[src/rtl/multicycle_control_unit_if.sv]
// Control-unit bus: instruction/memory handshake inputs and the datapath strobes.
// slave is the control unit's view, master is the driver/observer's view.
interface multicycle_control_unit_if #(
    parameter int OPCODE_W = 4,
    parameter int ALUOP_W  = 2,
    parameter int CNT_W    = 16
);
    logic [OPCODE_W-1:0] opcode;
    logic                mem_ready;
    logic                stall;
    logic                PCWrite;
    logic                IRWrite;
    logic                MemRead;
    logic                MemWrite;
    logic                RegWrite;
    logic                RegDst;
    logic                MemToReg;
    logic                AluSrc;
    logic                Branch;
    logic [ALUOP_W-1:0]  ALUOp;
    logic                illegal_op;
    logic                mem_fault;
    logic                instr_done;
    logic [CNT_W-1:0]    instr_count;

    modport slave (
        input  opcode, mem_ready, stall,
        output PCWrite, IRWrite, MemRead, MemWrite, RegWrite, RegDst, MemToReg,
               AluSrc, Branch, ALUOp, illegal_op, mem_fault, instr_done, instr_count
    );

    modport master (
        output opcode, mem_ready, stall,
        input  PCWrite, IRWrite, MemRead, MemWrite, RegWrite, RegDst, MemToReg,
               AluSrc, Branch, ALUOp, illegal_op, mem_fault, instr_done, instr_count
    );
endinterface

[src/rtl/multicycle_control_unit.sv]
// Multi-cycle control FSM: FETCH/DECODE/EXECUTE/MEM/WRITEBACK sequencing with a
// memory-ready timeout, decode stall, illegal-opcode pulse and retired-instruction counter.
module multicycle_control_unit #(
    parameter int OPCODE_W    = 4,
    parameter int ALUOP_W     = 2,
    parameter int MEM_TIMEOUT = 16,
    parameter int CNT_W       = 16
) (
    input  logic                      i_clk,
    input  logic                      i_reset,
    multicycle_control_unit_if.slave  bus
);

    localparam int TO_W = (MEM_TIMEOUT > 1) ? $clog2(MEM_TIMEOUT) : 1;
    localparam logic [TO_W-1:0] TO_LAST = TO_W'((MEM_TIMEOUT > 0) ? (MEM_TIMEOUT - 1) : 0);
    localparam bit TO_EN = (MEM_TIMEOUT != 0);

    localparam logic [3:0] OP_LW  = 4'b1000;
    localparam logic [3:0] OP_SW  = 4'b1001;
    localparam logic [3:0] OP_BEQ = 4'b1111;

    typedef enum logic [2:0] {
        S_FETCH     = 3'd0,
        S_DECODE    = 3'd1,
        S_EXECUTE   = 3'd2,
        S_MEM       = 3'd3,
        S_WRITEBACK = 3'd4,
        S_FAULT     = 3'd5
    } state_t;

    state_t              r_state;
    state_t              w_next_state;
    logic [3:0]          r_op;
    logic [TO_W-1:0]     r_to_cnt;
    logic                r_illegal_op;
    logic [CNT_W-1:0]    r_instr_count;

    logic                w_mem_wait;
    logic                w_to_expire;
    logic                w_pc_write;
    logic                w_ir_write;
    logic                w_mem_read;
    logic                w_mem_write;
    logic                w_reg_write;
    logic                w_reg_dst;
    logic                w_mem_to_reg;
    logic                w_alu_src;
    logic                w_branch;
    logic [1:0]          w_alu_op;
    logic                w_instr_done;

    // Upper opcode bits must be zero; 1010/1011/1110 are unassigned codes.
    function automatic logic f_is_illegal(input logic [OPCODE_W-1:0] op);
        logic l_hi;
        logic l_lo;
        l_hi = |(op >> 4);
        case (op[3:0])
            4'b1010, 4'b1011, 4'b1110: l_lo = 1'b1;
            default:                   l_lo = 1'b0;
        endcase
        return l_hi | l_lo;
    endfunction

    function automatic logic f_is_rtype(input logic [3:0] op);
        case (op)
            4'b0000, 4'b0010, 4'b0011, 4'b0100,
            4'b0110, 4'b0111, 4'b1100:          return 1'b1;
            default:                            return 1'b0;
        endcase
    endfunction

    function automatic logic f_is_imm(input logic [3:0] op);
        case (op)
            4'b0001, 4'b0101, 4'b1101: return 1'b1;
            default:                   return 1'b0;
        endcase
    endfunction

    assign w_mem_wait  = ((r_state == S_FETCH) || (r_state == S_MEM)) && !bus.mem_ready;
    assign w_to_expire = TO_EN && w_mem_wait && (r_to_cnt == TO_LAST);

    // Next-state and strobe decode from the state register and latched opcode.
    always_comb begin
        w_next_state = r_state;
        w_pc_write   = 1'b0;
        w_ir_write   = 1'b0;
        w_mem_read   = 1'b0;
        w_mem_write  = 1'b0;
        w_reg_write  = 1'b0;
        w_reg_dst    = 1'b0;
        w_mem_to_reg = 1'b0;
        w_alu_src    = 1'b0;
        w_branch     = 1'b0;
        w_alu_op     = 2'b00;
        w_instr_done = 1'b0;
        case (r_state)
            S_FETCH: begin
                w_mem_read = 1'b1;
                if (bus.mem_ready) begin
                    w_ir_write   = 1'b1;
                    w_pc_write   = 1'b1;
                    w_next_state = S_DECODE;
                end else if (w_to_expire) begin
                    w_next_state = S_FAULT;
                end else begin
                    w_next_state = S_FETCH;
                end
            end
            S_DECODE: begin
                if (bus.stall) begin
                    w_next_state = S_DECODE;
                end else if (f_is_illegal(bus.opcode)) begin
                    w_next_state = S_FETCH;
                end else begin
                    w_next_state = S_EXECUTE;
                end
            end
            S_EXECUTE: begin
                if (f_is_rtype(r_op)) begin
                    w_reg_dst    = 1'b1;
                    w_alu_op     = 2'b10;
                    w_next_state = S_WRITEBACK;
                end else if (f_is_imm(r_op)) begin
                    w_alu_src    = 1'b1;
                    w_alu_op     = 2'b11;
                    w_next_state = S_WRITEBACK;
                end else if ((r_op == OP_LW) || (r_op == OP_SW)) begin
                    w_alu_src    = 1'b1;
                    w_alu_op     = 2'b00;
                    w_next_state = S_MEM;
                end else if (r_op == OP_BEQ) begin
                    w_branch     = 1'b1;
                    w_alu_op     = 2'b01;
                    w_instr_done = 1'b1;
                    w_next_state = S_FETCH;
                end else begin
                    w_next_state = S_FETCH;
                end
            end
            S_MEM: begin
                w_alu_src = 1'b1;
                w_alu_op  = 2'b00;
                if (r_op == OP_LW) begin
                    w_mem_read = 1'b1;
                end else begin
                    w_mem_write = 1'b1;
                end
                if (bus.mem_ready) begin
                    if (r_op == OP_LW) begin
                        w_next_state = S_WRITEBACK;
                    end else begin
                        w_instr_done = 1'b1;
                        w_next_state = S_FETCH;
                    end
                end else if (w_to_expire) begin
                    w_next_state = S_FAULT;
                end else begin
                    w_next_state = S_MEM;
                end
            end
            S_WRITEBACK: begin
                w_reg_write  = 1'b1;
                w_instr_done = 1'b1;
                w_reg_dst    = f_is_rtype(r_op);
                w_mem_to_reg = (r_op == OP_LW);
                w_next_state = S_FETCH;
            end
            S_FAULT: begin
                w_next_state = S_FAULT;
            end
            default: begin
                w_next_state = S_FETCH;
            end
        endcase
    end

    // State register.
    always_ff @(posedge i_clk or posedge i_reset) begin
        if (i_reset) begin
            r_state <= S_FETCH;
        end else begin
            r_state <= w_next_state;
        end
    end

    // Opcode latch: captured on the DECODE edge only, so later input changes are ignored.
    always_ff @(posedge i_clk or posedge i_reset) begin
        if (i_reset) begin
            r_op <= 4'd0;
        end else if ((r_state == S_DECODE) && !bus.stall) begin
            r_op <= bus.opcode[3:0];
        end else begin
            r_op <= r_op;
        end
    end

    // Wait counter: runs while FETCH/MEM waits, zero otherwise so every entry starts clean.
    always_ff @(posedge i_clk or posedge i_reset) begin
        if (i_reset) begin
            r_to_cnt <= '0;
        end else if (TO_EN && w_mem_wait && !w_to_expire) begin
            r_to_cnt <= r_to_cnt + 1'b1;
        end else begin
            r_to_cnt <= '0;
        end
    end

    // Illegal-opcode pulse, registered so it appears the cycle after the DECODE edge.
    always_ff @(posedge i_clk or posedge i_reset) begin
        if (i_reset) begin
            r_illegal_op <= 1'b0;
        end else begin
            r_illegal_op <= (r_state == S_DECODE) && !bus.stall && f_is_illegal(bus.opcode);
        end
    end

    // Retired-instruction counter, wraps naturally.
    always_ff @(posedge i_clk or posedge i_reset) begin
        if (i_reset) begin
            r_instr_count <= '0;
        end else if (w_instr_done) begin
            r_instr_count <= r_instr_count + 1'b1;
        end else begin
            r_instr_count <= r_instr_count;
        end
    end

    assign bus.PCWrite     = w_pc_write;
    assign bus.IRWrite     = w_ir_write;
    assign bus.MemRead     = w_mem_read;
    assign bus.MemWrite    = w_mem_write;
    assign bus.RegWrite    = w_reg_write;
    assign bus.RegDst      = w_reg_dst;
    assign bus.MemToReg    = w_mem_to_reg;
    assign bus.AluSrc      = w_alu_src;
    assign bus.Branch      = w_branch;
    assign bus.ALUOp       = ALUOP_W'(w_alu_op);
    assign bus.illegal_op  = r_illegal_op;
    assign bus.mem_fault   = (r_state == S_FAULT);
    assign bus.instr_done  = w_instr_done;
    assign bus.instr_count = r_instr_count;

endmodule
[src/flat_wrapper.sv]
// flat-port wrapper written by rule: the top's interface ports become plain ports
module multicycle_control_unit_flat 
#(
    parameter int OPCODE_W    = 4,
    parameter int ALUOP_W     = 2,
    parameter int MEM_TIMEOUT = 16,
    parameter int CNT_W       = 16
)
  (i_clk, i_reset, bus_opcode, bus_mem_ready, bus_stall, bus_PCWrite, bus_IRWrite, bus_MemRead, bus_MemWrite, bus_RegWrite, bus_RegDst, bus_MemToReg, bus_AluSrc, bus_Branch, bus_ALUOp, bus_illegal_op, bus_mem_fault, bus_instr_done, bus_instr_count);
  multicycle_control_unit_if #(.OPCODE_W(OPCODE_W), .ALUOP_W(ALUOP_W), .CNT_W(CNT_W)) bus_i ();
  input  logic i_clk;
  input  logic i_reset;
  input wire logic [$bits(bus_i.opcode)-1:0] bus_opcode;
  input wire logic [$bits(bus_i.mem_ready)-1:0] bus_mem_ready;
  input wire logic [$bits(bus_i.stall)-1:0] bus_stall;
  output wire logic [$bits(bus_i.PCWrite)-1:0] bus_PCWrite;
  output wire logic [$bits(bus_i.IRWrite)-1:0] bus_IRWrite;
  output wire logic [$bits(bus_i.MemRead)-1:0] bus_MemRead;
  output wire logic [$bits(bus_i.MemWrite)-1:0] bus_MemWrite;
  output wire logic [$bits(bus_i.RegWrite)-1:0] bus_RegWrite;
  output wire logic [$bits(bus_i.RegDst)-1:0] bus_RegDst;
  output wire logic [$bits(bus_i.MemToReg)-1:0] bus_MemToReg;
  output wire logic [$bits(bus_i.AluSrc)-1:0] bus_AluSrc;
  output wire logic [$bits(bus_i.Branch)-1:0] bus_Branch;
  output wire logic [$bits(bus_i.ALUOp)-1:0] bus_ALUOp;
  output wire logic [$bits(bus_i.illegal_op)-1:0] bus_illegal_op;
  output wire logic [$bits(bus_i.mem_fault)-1:0] bus_mem_fault;
  output wire logic [$bits(bus_i.instr_done)-1:0] bus_instr_done;
  output wire logic [$bits(bus_i.instr_count)-1:0] bus_instr_count;
  assign bus_i.opcode = bus_opcode;
  assign bus_i.mem_ready = bus_mem_ready;
  assign bus_i.stall = bus_stall;
  assign bus_PCWrite = bus_i.PCWrite;
  assign bus_IRWrite = bus_i.IRWrite;
  assign bus_MemRead = bus_i.MemRead;
  assign bus_MemWrite = bus_i.MemWrite;
  assign bus_RegWrite = bus_i.RegWrite;
  assign bus_RegDst = bus_i.RegDst;
  assign bus_MemToReg = bus_i.MemToReg;
  assign bus_AluSrc = bus_i.AluSrc;
  assign bus_Branch = bus_i.Branch;
  assign bus_ALUOp = bus_i.ALUOp;
  assign bus_illegal_op = bus_i.illegal_op;
  assign bus_mem_fault = bus_i.mem_fault;
  assign bus_instr_done = bus_i.instr_done;
  assign bus_instr_count = bus_i.instr_count;
  multicycle_control_unit #(.OPCODE_W(OPCODE_W), .ALUOP_W(ALUOP_W), .MEM_TIMEOUT(MEM_TIMEOUT), .CNT_W(CNT_W)) u_core (.i_clk(i_clk), .i_reset(i_reset), .bus(bus_i));
endmodule
[config.mk]
export PLATFORM = sky130hd
export DESIGN_NAME = multicycle_control_unit_flat
export DESIGN_NICKNAME = d
export VERILOG_FILES = /design/src/rtl/multicycle_control_unit_if.sv /design/src/rtl/multicycle_control_unit.sv /design/src/flat_wrapper.sv
export SDC_FILE = /design/constraint.sdc
export NUM_CORES = 1
export LEC_CHECK = 0
export CORE_MARGIN = 1
export CORE_UTILIZATION = 41
export DETAILED_ROUTE_END_ITERATION = 7
export MAX_ROUTING_LAYER = met4
export PLACE_DENSITY = 0.69
export SYNTH_ARGS = -nofsm -noshare
export SYNTH_HDL_FRONTEND = slang
export SYNTH_SLANG_ARGS = --single-unit
[constraint.sdc]
create_clock -name i_clk -period 2.8 [get_ports i_clk]
set_clock_uncertainty 0.15 [all_clocks]
set_input_delay 0.42 -clock i_clk [delete_from_list [all_inputs] [get_ports i_clk]]
set_output_delay 0.42 -clock i_clk [all_outputs]
set_load 0.02 [all_outputs]
==> impl_metrics.tcl <==
set metrics [dict create \
    p_per_area_nw_per_um2 783 \
    nets 200 \
    worst_slack_ns 0.102 \
    drive_above_1_share_pct 15.9 \
    gr-total-overflow 0 \
    cts_inserted_buffers 3 \
    gr-usage-met2_pct 29.5 \
    critPathMaxFanout 10 \
    start_kind "flop" \
    power.total_w 0.00155 \
    synth_area_per_cell_um2 10.2 \
    yosys_warnings 0 \
    stdcell_count 235 \
    critical_path_required_ns 2.23 \
    hold_violations 0 \
    synth_edf_count 0 \
    setup_tns_ns 0 \
    fp.dieH_um 62.5 \
    setup_violations 0 \
    arrival_ns 2.13 \
    critPathCaptureType "output pin" \
    maxSlewViolCount 0 \
    path_class "reg2out" \
    synth_fp_nets 158 \
    hpwl_um 2380 \
    synth_top_family_by_area "simple AND/OR/NAND/NOR gates" \
    fillers 319 \
    viasPerCell 5.22 \
    fmax_mhz 371 \
    coreArea_um2 3420 \
    h-tree-depth 1 \
    fin_crit_ns 2.70 \
    diodes 0 \
    synth_top_area_share_pct 46.6 \
    postLayoutCoreUtil_pct 58.0 \
    outcome "completed" \
    syn_to_final_growth_pct 31.9 \
    max_stage_delay_ns 0.46 \
    wl_per_cell_um 13.8 \
    yosysUniqueCellTypes 39 \
    muxShareOfSynthArea_pct 2.25 \
    synth_compound_area_share_pct 8.41 \
    ys_ff_latch 28 \
    synthAdderAreaFrac_pct 1.67 \
    clock_path_buffers 2 \
    gp_congestion 0.836 \
    tritoncts "yes" \
    place.port_buffers 37 \
    slowest_stage "dfrtp_1" \
    met3_usage_pct 2.19 \
    insertion_delay_ns 0.32 \
    path_buf_inv 2 \
    routed_wl_um 3250 \
    grt_use_total_pct 18.6 \
    dieArea_um2 3910 \
    initial_core_util_pct 44.0 \
    synthXorXnorAreaFrac_pct 9.91 \
    drc_errors 0 \
    vias 1226 \
    grt_pass1_wl_um 5680 \
    synth_top_area_cell "dfrtp_1" \
    p_leak_nw 0.868 \
    synth_seq_area_share_pct 46.6 \
    antenna_found_initial 0 \
    die_x_um 62.5 \
    grt_start_max_net_pins 29 \
    rows 21 \
    placed_cells 229 \
    cp_top_family "simple AND/OR/NAND/NOR gates" \
    cap_violations 0 \
    synthFlopType "dfrtp_1" \
    yosys.area_share.simple_pct 25.9 \
    busiest_layer "met2" \
    synth_area_um2 1500 \
    pre_cts_ws_ns 0.214 \
    firstDrtPassIters 4 \
    grt_pass1_vias 1242 \
    hold_class "in2async" \
    netlist_instances 148 \
    relSlewSlack_pct 51.7 \
    antenna_left 0 \
    root_buffer "clkbuf_4" \
    drt-initial-drc-count 42 \
    cp_cell_sequence "nor4b_4, and3b_4, a211oi_4, inv_4, dlygate4sd2_1" \
    max-vdd-ir-drop_uv 300 \
    timing.final.crit_share_pct 96.4 \
    boundaryPins 38 \
    cts_sinks 28 \
    clk_pin_slew_ns 0.15 \
    netlist_top_cells_area "dfrtp_1, xnor2_1, nand2_1, xor2_1, o21ai_0" \
    async_reset_ff_share_pct 100 \
    grt_util_met1_pct 24.2 \
    worst_pin_slew_ns 0.723 \
]
## Yosys cell counts, drive strengths merged (3+ instances only)
| library cell | instances |
|---|---|
| xor2 | 7 |
| nand3 | 6 |
| and3 | 8 |
| inv | 7 |
| nor4 | 5 |
| o21ai | 11 |
| clkbuf | 4 |
| a21oi | 3 |
| mux2 | 3 |
| nor2 | 8 |
| xnor2 | 10 |
| nand2 | 18 |
| nand4 | 7 |
| dfrtp | 28 |
## layout make-up
cell class                 count  area [um2]  area share (%)
inverter                       7        28.8            1.45
multi-input combinational    107         726            36.6
clock buffer                   3        22.5            1.14
tap                           46        57.6            2.90
clock inverter                 1        30.0            1.52
sequential                    28         703            35.5
timing repair buffer          43         414            20.9
## registers in the layout, indices dropped and copies added, names as in the netlist
register                flops
u_core.bus.illegal_op       1
u_core.bus.instr_count     16
u_core.r_op                 4
u_core.r_state              3
u_core.r_to_cnt             4
## worst register-to-register path, stage by stage (launching register included)
cell and delay, ns:
dfrtp_1 0.54, nor3b_2 0.32, and3_2 0.28, a211oi_4 0.06
buf_4 0.18, nor4_1 0.36, xor2_1 0.18
## metal layers
| layer | part of all wire, % | up-vias |
|---|---|---|
| li1 | - | 597 |
| met1 | 46 | 593 |
| met2 | 49 | 32 |
| met3 | 3.6 | 4 |
| met4 | 0.92 | 0 |
| met5 | 0 | - |
## repair_timing
action                                  CTS  global route
gates resized for setup                   1             3
hold buffers                              0             0
pin swaps                                 0             2
endpoints found under the setup margin    1             2
buffers inserted                          0             2
## report_power, final
part	internal (W)	total (W)	leakage, nW	switching (W)
registers	0.000489	0.000622	0.371	0.000133
clock network	0.000145	0.000264	0.0279	0.000120
logic	0.000327	0.000665	0.469	0.000338
## through the flow
step / hold slack (ns) / cell area (um2)
2_1_floorplan: 0.282 / 1500
3_3_place_gp: 0.295 / 1910
3_5_place_dp: 0.306 / 1910
4_1_cts: 0.288 / 1960
5_1_grt: 0.335 / 1980
6_report: 0.287 / 1980
## worst paths after layout
kind	from	endpoint	slack (ns)	cells after the start
max	u_core.r_op[2]	bus_instr_done	0.10	5
min in group i_clk	u_core.bus.instr_count[15]	u_core.bus.instr_count[15]	0.33	1
min reg2reg	u_core.bus.instr_count[15]	u_core.bus.instr_count[15]	0.33	1
min	i_reset	u_core.bus.instr_count[11]	0.29	3
max reg2reg	u_core.r_state[2]	u_core.bus.instr_count[9]	0.67	6
max in group asynchronous	i_reset	u_core.r_op[1]	1.94	3
## kinds of logic after synthesis
| family | count (synthesis) |
|---|---|
| xor+xnor | 17 |
| mux | 3 |
| simple gates | 66 |
| fa+ha+maj | 2 |
| buf+inv | 13 |
| flops | 28 |
| compound gates | 19 |
## cell usage in the layout (no fill, tap or decap), types with 2 or more instances in the layout
cell type / n
mux2_2: 3
xor2_1: 7
o21ai_0: 11
ha_1: 2
and2_1: 2
dfrtp_1: 26
nand2_1: 18
buf_4: 6
and3_1: 5
or2_2: 2
inv_1: 5
xnor2_1: 10
a21oi_1: 3
dfrtp_2: 2
clkbuf_4: 3
nor2_1: 7
nand3_1: 6
nand4_1: 7
nor4_1: 5
and3_2: 3
clkdlybuf4s50_1: 36
Note: power is estimated with default switching activity, not from simulation.
